--- src/rtl/prog_loader.sv ---
// Serial configuration-chain loader: takes words over valid/ready, shifts them
// MSB-first onto prog_in with a divided prog_clk, framed by prog_en.
module prog_loader #(
  parameter int unsigned CHAIN_LEN = 1000,
  parameter int unsigned DATA_W    = 8,
  parameter int unsigned CLK_DIV   = 2
) (
  input  logic              clk,
  input  logic              rst_n,
  input  logic              start,
  input  logic              abort,
  input  logic [DATA_W-1:0] s_data,
  input  logic              s_valid,
  output logic              s_ready,
  output logic              prog_in,
  output logic              prog_clk,
  output logic              prog_en,
  output logic              busy,
  output logic              done,
  output logic              aborted
);

  localparam int unsigned NWORDS = (CHAIN_LEN + DATA_W - 1) / DATA_W;
  localparam int unsigned ACC_W  = $clog2(NWORDS + 1);
  localparam int unsigned BIT_W  = $clog2(CHAIN_LEN + 1);
  localparam int unsigned PH_W   = $clog2(CLK_DIV + 1);
  localparam int unsigned SH_W   = $clog2(DATA_W + 1);

  typedef enum logic [1:0] {IDLE, SHIFT, TAIL, ABORTED} state_t;
  typedef enum logic [1:0] {PH_WAIT, PH_LOW, PH_HIGH} phase_t;

  state_t            state;
  phase_t            phase;
  logic [DATA_W-1:0] hold_data;
  logic [DATA_W-1:0] sh_word;
  logic              hold_valid;
  logic [SH_W-1:0]   sh_left;
  logic [ACC_W-1:0]  accepted;
  logic [BIT_W-1:0]  bit_cnt;
  logic [PH_W-1:0]   ph_cnt;

  logic             fire, go, kill, finish;
  logic             ph_last, last_bit, bit_avail, need_bit, issue, take_hold;
  logic             hold_valid_n, busy_n;
  logic [ACC_W-1:0] accepted_n;

  assign fire      = s_valid && s_ready;
  assign go        = start && (state == IDLE || state == ABORTED);
  assign kill      = abort && (state == SHIFT || state == TAIL);
  assign finish    = (state == TAIL) && !prog_en;
  assign ph_last   = (ph_cnt == PH_W'(CLK_DIV - 1));
  assign last_bit  = (bit_cnt == BIT_W'(CHAIN_LEN));
  assign bit_avail = (sh_left != '0) || hold_valid;

  // A new bit is wanted while waiting, or when a high phase ends with bits still to send
  assign need_bit  = (state == SHIFT) && !abort &&
                     ((phase == PH_WAIT) || (phase == PH_HIGH && ph_last && !last_bit));
  assign issue     = need_bit && bit_avail;
  assign take_hold = issue && (sh_left == '0);

  // Next-cycle view of the handshake terms so s_ready can be registered
  assign hold_valid_n = (go || kill) ? 1'b0 :
                        fire         ? 1'b1 :
                        take_hold    ? 1'b0 : hold_valid;
  assign accepted_n   = go ? '0 : accepted + ACC_W'(fire);
  assign busy_n       = go ? 1'b1 : (kill || finish) ? 1'b0 : busy;

  always_ff @(posedge clk or negedge rst_n) begin
    if (!rst_n) begin
      state      <= IDLE;
      phase      <= PH_WAIT;
      hold_data  <= '0;
      sh_word    <= '0;
      hold_valid <= 1'b0;
      sh_left    <= '0;
      accepted   <= '0;
      bit_cnt    <= '0;
      ph_cnt     <= '0;
      s_ready    <= 1'b0;
      prog_in    <= 1'b0;
      prog_clk   <= 1'b0;
      prog_en    <= 1'b0;
      busy       <= 1'b0;
      done       <= 1'b0;
      aborted    <= 1'b0;
    end else begin
      done       <= 1'b0;
      hold_valid <= hold_valid_n;
      accepted   <= accepted_n;
      busy       <= busy_n;
      s_ready    <= busy_n && !hold_valid_n && (accepted_n < ACC_W'(NWORDS));

      if (fire) hold_data <= s_data;

      // Present the next bit at the start of a low phase
      if (issue) begin
        bit_cnt <= bit_cnt + BIT_W'(1);
        if (take_hold) begin
          prog_in <= hold_data[DATA_W-1];
          sh_word <= hold_data << 1;
          sh_left <= SH_W'(DATA_W - 1);
        end else begin
          prog_in <= sh_word[DATA_W-1];
          sh_word <= sh_word << 1;
          sh_left <= sh_left - SH_W'(1);
        end
      end

      case (state)
        SHIFT: begin
          if (abort) begin
            state    <= ABORTED;
            prog_clk <= 1'b0;
            aborted  <= 1'b1;
          end else begin
            case (phase)
              PH_LOW: begin
                if (ph_last) begin
                  prog_clk <= 1'b1;
                  phase    <= PH_HIGH;
                  ph_cnt   <= '0;
                end else begin
                  ph_cnt <= ph_cnt + PH_W'(1);
                end
              end
              PH_HIGH: begin
                if (ph_last) begin
                  prog_clk <= 1'b0;
                  ph_cnt   <= '0;
                  if (last_bit) begin
                    state <= TAIL;
                    phase <= PH_WAIT;
                  end else begin
                    phase <= issue ? PH_LOW : PH_WAIT;
                  end
                end else begin
                  ph_cnt <= ph_cnt + PH_W'(1);
                end
              end
              default: begin
                if (issue) phase <= PH_LOW;
              end
            endcase
          end
        end
        TAIL: begin
          if (abort) begin
            state    <= ABORTED;
            prog_clk <= 1'b0;
            aborted  <= 1'b1;
          end else if (prog_en) begin
            if (ph_last) prog_en <= 1'b0;
            else         ph_cnt  <= ph_cnt + PH_W'(1);
          end else begin
            state <= IDLE;
            done  <= 1'b1;
          end
        end
        default: begin
          if (start) begin
            state    <= SHIFT;
            phase    <= PH_WAIT;
            prog_en  <= 1'b1;
            prog_clk <= 1'b0;
            aborted  <= 1'b0;
            bit_cnt  <= '0;
            sh_left  <= '0;
            ph_cnt   <= '0;
          end
        end
      endcase
    end
  end

endmodule

--- config.mk ---
export PLATFORM = sky130hd
export DESIGN_NAME = prog_loader
export DESIGN_NICKNAME = d
export VERILOG_FILES = /design/src/rtl/prog_loader.sv
export SDC_FILE = /design/constraint.sdc
export NUM_CORES = 1
export LEC_CHECK = 0
export ABC_AREA = 0
export BUFFER_PORTS_ARGS = -buffer_cell sky130_fd_sc_hd__buf_2
export CAP_MARGIN = 20
export CORE_UTILIZATION = 45
export DETAILED_ROUTE_END_ITERATION = 8
export PLACE_DENSITY_LB_ADDON = 0.08
export SYNTH_ARGS = -nofsm -noshare
export SYNTH_HDL_FRONTEND = slang
export SYNTH_SLANG_ARGS = --single-unit
--- constraint.sdc ---
create_clock -name clk -period 2.55 [get_ports clk]
set_input_delay 0.1275 -clock clk [delete_from_list [all_inputs] [get_ports clk]]
set_output_delay 0.1275 -clock clk [all_outputs]
set_load 0.02 [all_outputs]
==> impl_metrics.tcl, run 1 <==
set metrics [dict create \
    status "completed" \
    die_area_mm2 0.006269 \
    antenna_cells 0 \
    grt_first_pass_wirelength_mm 8.956 \
    critical_path_required_ns 2.76 \
    grt_pass1_vias 1947 \
    worstReg2RegStart "bit_cnt[0]$_DFF_PN0_" \
    placed_cells 352 \
    synth-main-ff-cell "dfrtp_1" \
    place_congestion 0.8121 \
    multi_input_area_mm2 0.001295 \
    tightest_slew_ns 0.5945 \
    grt_max_degree 30 \
    num-fill-cells 548 \
    num_rows 27 \
    ys_top_cells_by_area "dfrtp_1 47%, ha_1 6.1%, mux2_2 5.0%" \
    synthCells 267 \
    timing.hold.ws_ns 0.05728 \
    min_period_ns 2.256 \
    numCtsBuffers 5 \
    min_to "hold_data[1]$_DFFE_PN0N_" \
    cp_max_fo 21 \
    skew_ns 0.003271 \
    post-cts-setup-buffers 0 \
    cts_sinks 50 \
    seq_area_frac_synth_pct 46.69 \
    synth_fp_nets 293 \
    maxSlewHeadroom_pct 59.87 \
    finalCritPeriodShare_pct 88.48 \
    rr_worst_depth 8 \
    overflow 0 \
    worstHoldPathCells 2 \
    fin_tns_setup_ns 0 \
    slew_viol_final 0 \
    hp-start "s_data[1]" \
    via_per_inst 5.413 \
    seqCellArea_mm2 0.001251 \
    drt_pass1_iterations 4 \
    io_pins 20 \
    start_kind "register" \
    fin_cells 361 \
    clock-root-buffer "clkbuf_8" \
    area_growth_pct 10.74 \
    routed_wl_mm 4.887 \
    setup_viol 0 \
    synth_top_area_share_pct 46.69 \
    power.density_mw_per_mm2 1043 \
    hp-class "input port to register" \
    hold_viol 0 \
    synth.most_common_cell "dfrtp_1" \
    dp_hpwl_mm 3.534 \
    drc 0 \
    ys_ff_latch 50 \
    grt.total_usage_pct 18.06 \
    start_util_pct 47.79 \
    crit_path_start "bit_cnt[0]$_DFF_PN0_" \
    drt_iter0_drc 70 \
    fp.coreArea_mm2 0.005608 \
    synth_common_cells "50 x dfrtp_1, 24 x a21oi_1, 22 x nand2_1, 19 x inv_1, 19 x o21ai_0" \
    rsz0062_at_grt "no" \
    die_w_um 79.18 \
    max_freq_mhz 443.2 \
    detail-route-antenna-nets 0 \
    wire_per_inst_um 13.54 \
    power_mw 3.095 \
    layout.nets 314 \
    async_reset_ff_share_pct 100.0 \
    clk_pin_slew_ns 0.09 \
    yosysWarnings 0 \
    synth_top_area_cell "dfrtp_1" \
    ys_types 47 \
    cp-end-kind "register" \
    synth_area_mm2 0.002680 \
    synth_area_per_cell_um2 10.04 \
    critPathKind "register to register" \
    maxCapViolCount 0 \
    io_buffers 19 \
    drive_gt1_share_pct 17.65 \
    antenna_found_initial 0 \
    finalWorstSetupSlack_ns 0.2937 \
    clock_latency_ns 0.29 \
    cts_buffer_depth 2 \
    power.leakage_nw 1.325 \
    die_h_um 79.18 \
    htreeDepth 2 \
    cts_tree "yes" \
    place_ws_ns 0.2638 \
    cp.arrival_ns 2.46 \
    r2r_setup_slack_ns 0.29 \
    synth_edf_count 0 \
    vdd_drop_max_uv 608.3 \
    r2r-end "sh_left[0]$_DFF_PN0_" \
    via_count 1954 \
]
## state kept, by name (all words and copies together) (netlist names)
signal / flops
bit_cnt: 10
hold_data: 8
accepted: 7
sh_word: 7
sh_left: 4
ph_cnt: 2
phase: 2
state: 2
aborted: 1
busy: 1
done: 1
hold_valid: 1
prog_clk: 1
prog_en: 1
prog_in: 1
s_ready: 1
## metal layers
layer,wire length (um),global-route usage [%]
met5,0,0
met4,72,7.091
met3,126,3.333
met1,2364,24.59
met2,2324,28.36
## what timing repair did
action / 4_1_cts / 5_1_grt
hold buffers: 1 / 0
hold endpoints to repair: 21 / 0
gates resized for setup: 0 / 0
## logic make-up (layout without fill, tap and decap cells)
family          count (synthesis)  after routing  share of synthesized area, %
buf+inv                        31             53                         5.182
flops                          50             50                         46.69
compound gates                 69             69                         16.85
xor+xnor                        6              6                         1.961
simple gates                   78             78                         15.22
mux                            20             20                         8.030
fa+ha+maj                      13             13                         6.069
## report_power, final
group	internal, mW	leakage [nW]	total [mW]	switching (mW)
Sequential	1.04	0.650	1.19	0.155
Clock	0.293	0.0514	0.552	0.259
Combinational	0.589	0.624	1.35	0.761
Total	1.92	1.33	3.10	1.17
## area by class of cell
type                    instances  area share [%]
multi-input cells             186           43.63
flip-flops and latches         50           42.16
repair buffers                 26           5.059
well taps                      72           3.035
clock buffers                   6           2.445
inverters                      19           2.403
clock inverters                 2           1.265
## per-stage QoR
step,cell area [um^2],util [%]
5_1_grt,2968,52.92
4_1_cts,2968,52.92
3_5_place_dp,2848,50.78
3_3_place_gp,2848,50.78
2_1_floorplan,2680,-
6_report,2968,52.92
## placed cells by master (no fill, tap or decap), types with 2 or more instances in the layout
cell	count
mux2_2	12
or4_1	2
and3_1	3
xnor2_1	2
clkbuf_8	5
and2_1	6
or3_1	8
nand2_1	22
o31ai_1	2
ha_1	13
o2111ai_1	4
nor2_1	16
inv_1	19
o22ai_1	3
nand3_1	9
a21oi_1	24
xor2_1	4
nand2b_1	4
buf_4	6
dfrtp_1	50
o21a_1	3
o21ai_0	19
buf_2	19
mux2i_1	8
## critical path, cell delays in order, from the launching register on
cell      delay [ns]
dfrtp_1         0.44
inv_1           0.08
ha_1            0.14
nor4bb_4        0.35
a41oi_4         0.19
o21ai_2         0.41
buf_4           0.30
nor2_1          0.06
a211oi_1        0.22
## worst max path at each step
stage,to,slack [ns]
2_1_floorplan,s_ready$_DFF_PN0_,0.45
3_3_place_gp,sh_left[0]$_DFF_PN0_,0.37
3_5_place_dp,sh_left[0]$_DFF_PN0_,0.26
4_1_cts,sh_left[0]$_DFF_PN0_,0.26
5_1_grt,sh_left[0]$_DFF_PN0_,0.03
6_report,sh_left[0]$_DFF_PN0_,0.29
(Power assumes the default switching activity.)
==> run 2: changes to the inputs <==
--- a/config.mk
+++ b/config.mk
@@ -6,7 +6,8 @@
 export NUM_CORES = 1
 export LEC_CHECK = 0
 export ABC_AREA = 0
-export BUFFER_PORTS_ARGS = -buffer_cell sky130_fd_sc_hd__buf_2
+export ABC_CLOCK_PERIOD_IN_PS = 2550
+export BUFFER_PORTS_ARGS = -buffer_cell sky130_fd_sc_hd__buf_4
 export CAP_MARGIN = 20
 export CORE_UTILIZATION = 45
 export DETAILED_ROUTE_END_ITERATION = 8
==> run 2 against run 1 <==
Against the previous run: flip-flop and latch count did not move; wire length rose by 2.4%; clock power fell by 9.1%; critical path depth did not move; design area rose by 1.2%; worst setup slack got worse by 0.10 ns; critical endpoint unchanged; largest cell class unchanged; highest routed layer unchanged.
==> impl_metrics.tcl, run 2 (synthesis results as in run 1) <==
set metrics [dict create \
    status "completed" \
    r2r-end "sh_left[0]$_DFF_PN0_" \
    overflow 0 \
    reg_top3 "bit_cnt x10, hold_data x8" \
    tightest_slew_ns 0.6362 \
    detail-route-antenna-nets 0 \
    io_buffers 19 \
    grt_pass1_vias 1896 \
    routed_wl_mm 5.006 \
    clock_latency_ns 0.31 \
    drt_iter0_drc 121 \
    regMostFlops "bit_cnt" \
    antenna_cells 0 \
    power.density_mw_per_mm2 1026 \
    cts_sinks 50 \
    final_cell_mix "50 x dfrtp_1, 25 x buf_4, 24 x a21oi_1" \
    clk_pin_slew_ns 0.09 \
    vdd_drop_max_uv 515.5 \
    htreeDepth 2 \
    grt_max_degree 51 \
    setup_viol 0 \
    worstHoldPathCells 2 \
    cp-end-kind "register" \
    finalCritPeriodShare_pct 92.39 \
    layout_commonest_cell "dfrtp_1" \
    clock-root-buffer "clkbuf_8" \
    grt.total_usage_pct 17.76 \
    worstReg2RegStart "bit_cnt[0]$_DFF_PN0_" \
    min_to "hold_data[3]$_DFFE_PN0N_" \
    cts_tree "yes" \
    place_congestion 0.8252 \
    cp_max_fo 16 \
    hp-start "s_data[3]" \
    maxSlewHeadroom_pct 57.05 \
    timing.hold.ws_ns 0.04605 \
    num_rows 27 \
    wire_per_inst_um 13.87 \
    fp.coreArea_mm2 0.005608 \
    cp.arrival_ns 2.58 \
    numCtsBuffers 5 \
    drt_pass1_iterations 4 \
    start_util_pct 47.79 \
    die_h_um 79.18 \
    largest_reg_flops 10 \
    drive_gt1_share_pct 17.99 \
    hold_viol 0 \
    critPathKind "register to register" \
    start_kind "register" \
    max_freq_mhz 424.5 \
    dp_hpwl_mm 3.458 \
    r2r_setup_slack_ns 0.19 \
    die_area_mm2 0.006269 \
    cts_buffer_depth 2 \
    layout.nets 314 \
    rr_worst_depth 8 \
    min_period_ns 2.356 \
    fin_tns_setup_ns 0 \
    crit_path_start "bit_cnt[0]$_DFF_PN0_" \
    via_per_inst 5.410 \
    multi_input_area_mm2 0.001295 \
    seqCellArea_mm2 0.001251 \
    rsz0062_at_grt "no" \
    die_w_um 79.18 \
    io_pins 20 \
    grt_first_pass_wirelength_mm 8.714 \
    drc 0 \
    hp-class "input port to register" \
    skew_ns 0.006491 \
    antenna_found_initial 0 \
    power.leakage_nw 1.336 \
    area_growth_pct 12.09 \
    cts_resized 0 \
    critical_path_required_ns 2.77 \
    via_count 1953 \
    slew_viol_final 0 \
    maxCapViolCount 0 \
    num-fill-cells 544 \
]
## run 2: worst max path at each step
stage | end | slack (ns) | depth (start not counted)
3_3_place_gp | sh_left[0]$_DFF_PN0_ | 0.33 | 8
2_1_floorplan | s_ready$_DFF_PN0_ | 0.45 | 9
4_1_cts | sh_left[0]$_DFF_PN0_ | 0.19 | 8
3_5_place_dp | sh_left[0]$_DFF_PN0_ | 0.24 | 8
5_1_grt | sh_left[0]$_DFF_PN0_ | 0.03 | 8
6_report | sh_left[0]$_DFF_PN0_ | 0.19 | 8
## run 2: metal layers
metal  track usage, %  vias to the layer above  part of all wire (%)
met5                0                        -                     0
met4            6.545                        0                   1.7
met2            28.71                       25                    47
met3            3.908                        9                   2.9
li1                 -                      986                     -
met1            23.24                      933                    49
## run 2: report_power, final
part	leakage (nW)	internal (mW)	switching, mW
logic	0.638	0.625	0.758
registers	0.650	1.04	0.160
clock network	0.0478	0.224	0.278
total	1.34	1.89	1.20
## run 2: through the flow
step / worst slack [ns] / utilization, % / instance area (um^2) / instances / total power, mW
CTS: 0.1895 / 53.57 / 3004 / 361 / 3.134
floorplan: 0.4515 / - / 2680 / 267 / 2.255
global route: 0.02684 / 53.57 / 3004 / 361 / 3.346
global placement: 0.3318 / 51.63 / 2895 / 352 / 2.585
finish: 0.1941 / 53.57 / 3004 / 361 / 3.083
detailed placement: 0.2401 / 51.63 / 2895 / 352 / 2.606
## run 2: area by class of cell
cell class	instances	share of cell area, %
clock buffers	6	2.749
clock inverters	2	0.5414
inverters	19	2.374
multi-input cells	186	43.11
flip-flops and latches	50	41.65
well taps	72	2.999
repair buffers	26	6.581
## run 2: timing repair
action / 4_1_cts / 5_1_grt
hold buffers: 1 / 0
buffers inserted: 0 / 0
endpoints found under the hold margin: 50 / 0
## run 2: critical path: stages (launching register included)
cell and delay, ns:
dfrtp_1 0.44, inv_1 0.10, ha_1 0.16, nor4bb_4 0.36
a41oi_4 0.20, o21ai_2 0.50, buf_4 0.25, nor2_1 0.04
a211oi_1 0.22
